===== src/rtl/pc_fetch_unit.sv =====
// Purpose : instruction-fetch stage; owns the PC, issues one imem request at a time, fills the IF/ID register.
// Latency : zero-wait memory gives IF/ID valid 2 cycles after request acceptance (1 instruction per 2 cycles).
// Backpr. : imem_req_ready stalls REQ; id_ready=0 parks a returning word in a 1-entry skid (HOLD), no new request.
//
// Ports:
//   clk, rst_n                 clock, async active-low reset
//   Next_PC, redirect          next PC from the select mux; redirect flushes IF/ID and refetches from Next_PC
//   PC, PC_add_4               current fetch PC and its combinational +4 (feeds the mux)
//   imem_req_valid/ready/addr  fetch request (word-aligned address)
//   imem_rsp_valid/data        fetch response
//   if_valid/instr/pc/pc_add_4 registered IF/ID entry
//   id_ready                   decode consumes the IF/ID entry this cycle
module pc_fetch_unit #(
  parameter logic [31:0] RESET_PC = 32'h0000_0000
) (
  input  logic        clk,
  input  logic        rst_n,
  input  logic [31:0] Next_PC,
  input  logic        redirect,
  output logic [31:0] PC,
  output logic [31:0] PC_add_4,
  output logic        imem_req_valid,
  input  logic        imem_req_ready,
  output logic [31:0] imem_addr,
  input  logic        imem_rsp_valid,
  input  logic [31:0] imem_rsp_data,
  output logic        if_valid,
  output logic [31:0] if_instr,
  output logic [31:0] if_pc,
  output logic [31:0] if_pc_add_4,
  input  logic        id_ready
);

  typedef enum logic [1:0] {
    S_REQ  = 2'd0,
    S_WAIT = 2'd1,
    S_HOLD = 2'd2
  } state_t;

  state_t      state, state_nxt;
  logic        kill, kill_nxt;
  logic [31:0] pc_q;
  logic [31:0] skid_dat;

  // Control strobes decoded from the FSM for the datapath registers.
  logic        pc_load;
  logic        slot_load;
  logic        slot_from_skid;
  logic        skid_load;
  logic        slot_free;

  assign PC        = pc_q;
  assign PC_add_4  = pc_q + 32'd4;
  assign imem_addr = {pc_q[31:2], 2'b00};

  // Gated with rst_n so the request is low for the whole reset interval,
  // not just after the first clock edge.
  assign imem_req_valid = rst_n && (state == S_REQ);

  // The IF/ID slot can take a new entry if it is empty or being consumed.
  assign slot_free = !if_valid || id_ready;

  always_ff @(posedge clk or negedge rst_n) begin
    if (!rst_n) begin
      state <= S_REQ;
      kill  <= 1'b0;
    end else begin
      state <= state_nxt;
      kill  <= kill_nxt;
    end
  end

  always_comb begin
    state_nxt      = state;
    kill_nxt       = kill;
    pc_load        = 1'b0;
    slot_load      = 1'b0;
    slot_from_skid = 1'b0;
    skid_load      = 1'b0;

    case (state)
      S_REQ: begin
        if (imem_req_ready) begin
          state_nxt = S_WAIT;
          // A redirect in the acceptance cycle means the request just sent
          // carries the old PC; its response must be thrown away.
          kill_nxt  = redirect;
        end
      end

      S_WAIT: begin
        if (imem_rsp_valid) begin
          state_nxt = S_REQ;
          kill_nxt  = 1'b0;
          if (!kill && !redirect) begin
            if (slot_free) begin
              slot_load = 1'b1;
              pc_load   = 1'b1;
            end else begin
              skid_load = 1'b1;
              state_nxt = S_HOLD;
            end
          end
        end else if (redirect) begin
          // Response still in flight for a stale PC: remember to drop it.
          kill_nxt = 1'b1;
        end
      end

      S_HOLD: begin
        if (redirect) begin
          state_nxt = S_REQ;
        end else if (id_ready) begin
          state_nxt      = S_REQ;
          slot_load      = 1'b1;
          slot_from_skid = 1'b1;
          pc_load        = 1'b1;
        end
      end

      default: begin
        state_nxt = S_REQ;
        kill_nxt  = 1'b0;
      end
    endcase

    if (redirect) begin
      pc_load = 1'b1;
    end
  end

  // PC only advances once its instruction has entered IF/ID, so while a word
  // sits in the skid buffer PC still names that word's address.
  always_ff @(posedge clk or negedge rst_n) begin
    if (!rst_n) begin
      pc_q <= RESET_PC;
    end else if (pc_load) begin
      pc_q <= Next_PC;
    end
  end

  always_ff @(posedge clk or negedge rst_n) begin
    if (!rst_n) begin
      skid_dat <= 32'd0;
    end else if (skid_load) begin
      skid_dat <= imem_rsp_data;
    end
  end

  always_ff @(posedge clk or negedge rst_n) begin
    if (!rst_n) begin
      if_valid    <= 1'b0;
      if_instr    <= 32'd0;
      if_pc       <= 32'd0;
      if_pc_add_4 <= 32'd0;
    end else begin
      if (redirect) begin
        if_valid <= 1'b0;
      end else if (slot_load) begin
        if_valid <= 1'b1;
      end else if (id_ready) begin
        if_valid <= 1'b0;
      end

      if (slot_load) begin
        if_instr    <= slot_from_skid ? skid_dat : imem_rsp_data;
        if_pc       <= pc_q;
        if_pc_add_4 <= PC_add_4;
      end
    end
  end

endmodule

===== config.mk =====
export PLATFORM = sky130hd
export DESIGN_NAME = pc_fetch_unit
export DESIGN_NICKNAME = d
export VERILOG_FILES = /design/src/rtl/pc_fetch_unit.sv
export SDC_FILE = /design/constraint.sdc
export NUM_CORES = 1
export LEC_CHECK = 0
export ABC_CLOCK_PERIOD_IN_PS = 7600
export BUFFER_PORTS_ARGS = -buffer_cell sky130_fd_sc_hd__clkbuf_2
export CELL_PAD_IN_SITES_DETAIL_PLACEMENT = 1
export CELL_PAD_IN_SITES_GLOBAL_PLACEMENT = 1
export CORE_UTILIZATION = 41
export DETAILED_ROUTE_END_ITERATION = 8
export HOLD_SLACK_MARGIN = 0.1
export PLACE_DENSITY_LB_ADDON = 0.1
export SETUP_SLACK_MARGIN = 0.4
export SLEW_MARGIN = 25
export SYNTH_ARGS = -nofsm -noshare
export SYNTH_HDL_FRONTEND = slang
export SYNTH_SLANG_ARGS = --single-unit
export TNS_END_PERCENT = 30

===== constraint.sdc =====
create_clock -name clk -period 7.6 [get_ports clk]
set_clock_uncertainty 0.1 [all_clocks]
set_input_delay 1.52 -clock clk [delete_from_list [all_inputs] [get_ports clk]]
set_output_delay 1.52 -clock clk [all_outputs]
set_load 0.005 [all_outputs]

==> flow_metrics.env <==
export IMPL_first_global_vias=5810
export IMPL_postCtsHoldBufs=0
export IMPL_max_clock_path_buffers=2
export IMPL_die_h_um=136
export IMPL_worstPathRequired_ps=5980
export IMPL_leakage_nw=4.74
export IMPL_slew_violations=0
export IMPL_cp_end_kind="output port"
export IMPL_syn_inst=609
export IMPL_worst_ir_drop_vdd_v=0.000171
export IMPL_grt_remaining_overflow=0
export IMPL_postSynthAreaPerCell_um2=12.1
export IMPL_ys_seq_elements=162
export IMPL_insertion_delay_ps=430
export IMPL_hp_class="reg -> reg"
export IMPL_setup_viol=0
export IMPL_rows=48
export IMPL_fin_area_mm2=0.00927
export IMPL_post_place_ws_ps=3630
export IMPL_grt_total_usage=0.224
export IMPL_synth_top_area_cell="dfrtp_1"
export IMPL_drv_cap=0
export IMPL_grt_pass1_wl_um=31400
export IMPL_vias=5548
export IMPL_synth_seq_area_share=0.552
export IMPL_antenna_found_initial=0
export IMPL_wl_um=20000
export IMPL_htreeDepth=4
export IMPL_fin_util=0.532
export IMPL_layout_nets=906
export IMPL_postCtsSetupBuffers=0
export IMPL_start_util=0.422
export IMPL_hold_viol=0
export IMPL_fin_ws_ps=3290
export IMPL_tightest_slew_ps=954
export IMPL_drt_first_pass_iters=4
export IMPL_core_mm2=0.0174
export IMPL_synth_edff_count=0
export IMPL_synth_area_leaders="dfrtp_1 (55%), mux2_2 (13%), mux2i_1 (4.4%)"
export IMPL_grt_max_degree=83
export IMPL_fin_crit_sh=0.567
export IMPL_drtIter0Drc=200
export IMPL_synth_flop_cell="dfrtp_1"
export IMPL_cts_buffers=17
export IMPL_place_port_buffers=261
export IMPL_synthArstFlopShare=1.00
export IMPL_tritoncts="built"
export IMPL_fmax_mhz=232
export IMPL_critical_path_class="reg -> out"
export IMPL_wl_per_cell_um=18.7
export IMPL_ys_types=40
export IMPL_vias_per_cell=5.19
export IMPL_fillers=1939
export IMPL_synth_top_area_frac=0.552
export IMPL_holdWs_ps=389
export IMPL_period_needed_ps=4310
export IMPL_dpl_hpwl_um=14500
export IMPL_yosys_top_cells_count="dfrtp_1 (162), mux2_2 (88), nor2_1 (54)"
export IMPL_drc=0
export IMPL_relSlewSlack=0.362
export IMPL_outcome="finished clean"
export IMPL_ant_nets=0
export IMPL_cp_data_arrival_time_ps=2690
export IMPL_syn_area_mm2=0.00735
export IMPL_cp_start_kind="flip-flop"
export IMPL_ys_warn_count=0
export IMPL_gp_congestion=0.790
export IMPL_diodes=0
export IMPL_yosysMostFrequentCell="dfrtp_1"
export IMPL_io_pins=264
export IMPL_placement_cell_area_mm2=0.00863
export IMPL_clk_pin_slew_ps=60
export IMPL_cts_root_buf="clkbuf_16"
export IMPL_cts_resized=0
export IMPL_area_growth_pct=26.1
export IMPL_drive_gt1_frac=0.472
export IMPL_path_max_fanout=20
export IMPL_dieArea_mm2=0.0185
export IMPL_timing_setup_tns_ps=0
export IMPL_clock_sinks=162
export IMPL_die_w_um=136
export IMPL_rsz0062_at_grt="false"
export IMPL_power_density_mw_per_mm2=349
==> cell families (layout without fill, tap and decap cells) <==
logic type               count (synthesis)  after routing  share of synthesized area
AO/OA/AOI/OAI                           71             71                     0.0567
XOR/XNOR                                15             15                     0.0179
adder cells (fa/ha/maj)                  5              5                    0.00851
buffers and inverters                   77            311                     0.0593
flip-flops                             162            162                      0.552
multiplexers                           140            140                      0.209
other                                    1              2                   0.000510
AND/OR/NAND/NOR                        138            138                     0.0962
==> worst paths after layout <==
path	start	to	slack [ps]	cells after the start
worst max-delay path	PC[4]	PC_add_4[26]	3290	5
worst min-delay path	if_pc_add_4[13]	if_pc_add_4[13]	390	1
worst max register to register	state[1]	if_pc[21]	4470	7
worst min register to register	if_pc_add_4[13]	if_pc_add_4[13]	390	1
max in group asynchronous	rst_n	if_instr[8]	5410	3
min in group asynchronous	rst_n	if_pc[21]	890	1
==> critical path, stage by stage (launching register included) <==
cell,delay [ps]
dfrtp_1,570
nand4_4,230
or4_4,690
or4_1,560
nand2_1,90
clkbuf_2,110
==> area by class of cell <==
cell class                      instances  area [um^2]  share of cell area
Clock buffer                           21          460              0.0497
Clock inverter                         11          151              0.0163
Inverter                                9         33.8             0.00365
Multi-Input combinational cell        371         2890               0.312
Sequential cell                       162         4050               0.438
Tap cell                              225          282              0.0304
Timing Repair Buffer                  270         1390               0.150
==> report_power, final <==
group | internal, mW | leakage, nW | switching [mW] | total [mW]
Clock | 0.537 | 0.287 | 0.355 | 0.891
Sequential | 1.17 | 1.98 | 0.234 | 1.40
Combinational | 0.490 | 2.47 | 0.450 | 0.940
==> flip-flops by register name, indices dropped and copies added (netlist names) <==
name / cells
if_pc_add_4: 30
state: 2
if_instr: 32
if_valid: 1
skid_dat: 32
kill: 1
if_pc: 32
PC: 32
==> per-stage QoR <==
stage	power, mW	cells
after global placement	2.33	1036
after CTS	3.28	1068
final	3.24	1069
after floorplan	1.85	610
after detailed placement	2.38	1036
after global routing	3.44	1069
==> metal layers <==
layer  routed length [um]  vias up  share of wire  GRT usage
li1                     -     2572              -          -
met1                 8390     2783           0.42      0.276
met2                10100      170           0.51      0.382
met3                 1120       23          0.056     0.0578
met4                  316        0          0.016     0.0728
met5                    0        -              0          0
==> layout by cell type (no fill, tap or decap), types with 2 or more instances in the layout <==
| cell | netlist | layout |
|---|---|---|
| mux2i_1 | 32 | 32 |
| and3_1 | 2 | 2 |
| mux2_2 | 88 | 88 |
| ha_1 | 5 | 5 |
| nor2b_1 | 4 | 4 |
| and4_1 | 2 | 2 |
| or4_4 | 6 | 6 |
| or4_1 | 8 | 8 |
| clkbuf_1 | 23 | 2 |
| nor2_1 | 54 | 54 |
| conb_1 | 1 | 2 |
| inv_6 | 0 | 3 |
| buf_4 | 36 | 8 |
| clkbuf_2 | 0 | 260 |
| o31ai_1 | 12 | 12 |
| bufinv_16 | 0 | 3 |
| mux2_1 | 20 | 20 |
| nor4_1 | 5 | 5 |
| xor2_1 | 11 | 11 |
| inv_1 | 9 | 9 |
| nand2_1 | 26 | 26 |
| clkbuf_8 | 0 | 2 |
| nor3_1 | 4 | 4 |
| xnor2_1 | 4 | 4 |
| o21ai_0 | 6 | 6 |
| a31oi_1 | 14 | 14 |
| dfrtp_1 | 162 | 162 |
| a21oi_1 | 33 | 33 |
| clkbuf_16 | 0 | 17 |
| nand4_1 | 8 | 8 |
| clkinvlp_4 | 0 | 4 |
| nand3_1 | 12 | 12 |
Power figures use the tool's default switching activity.
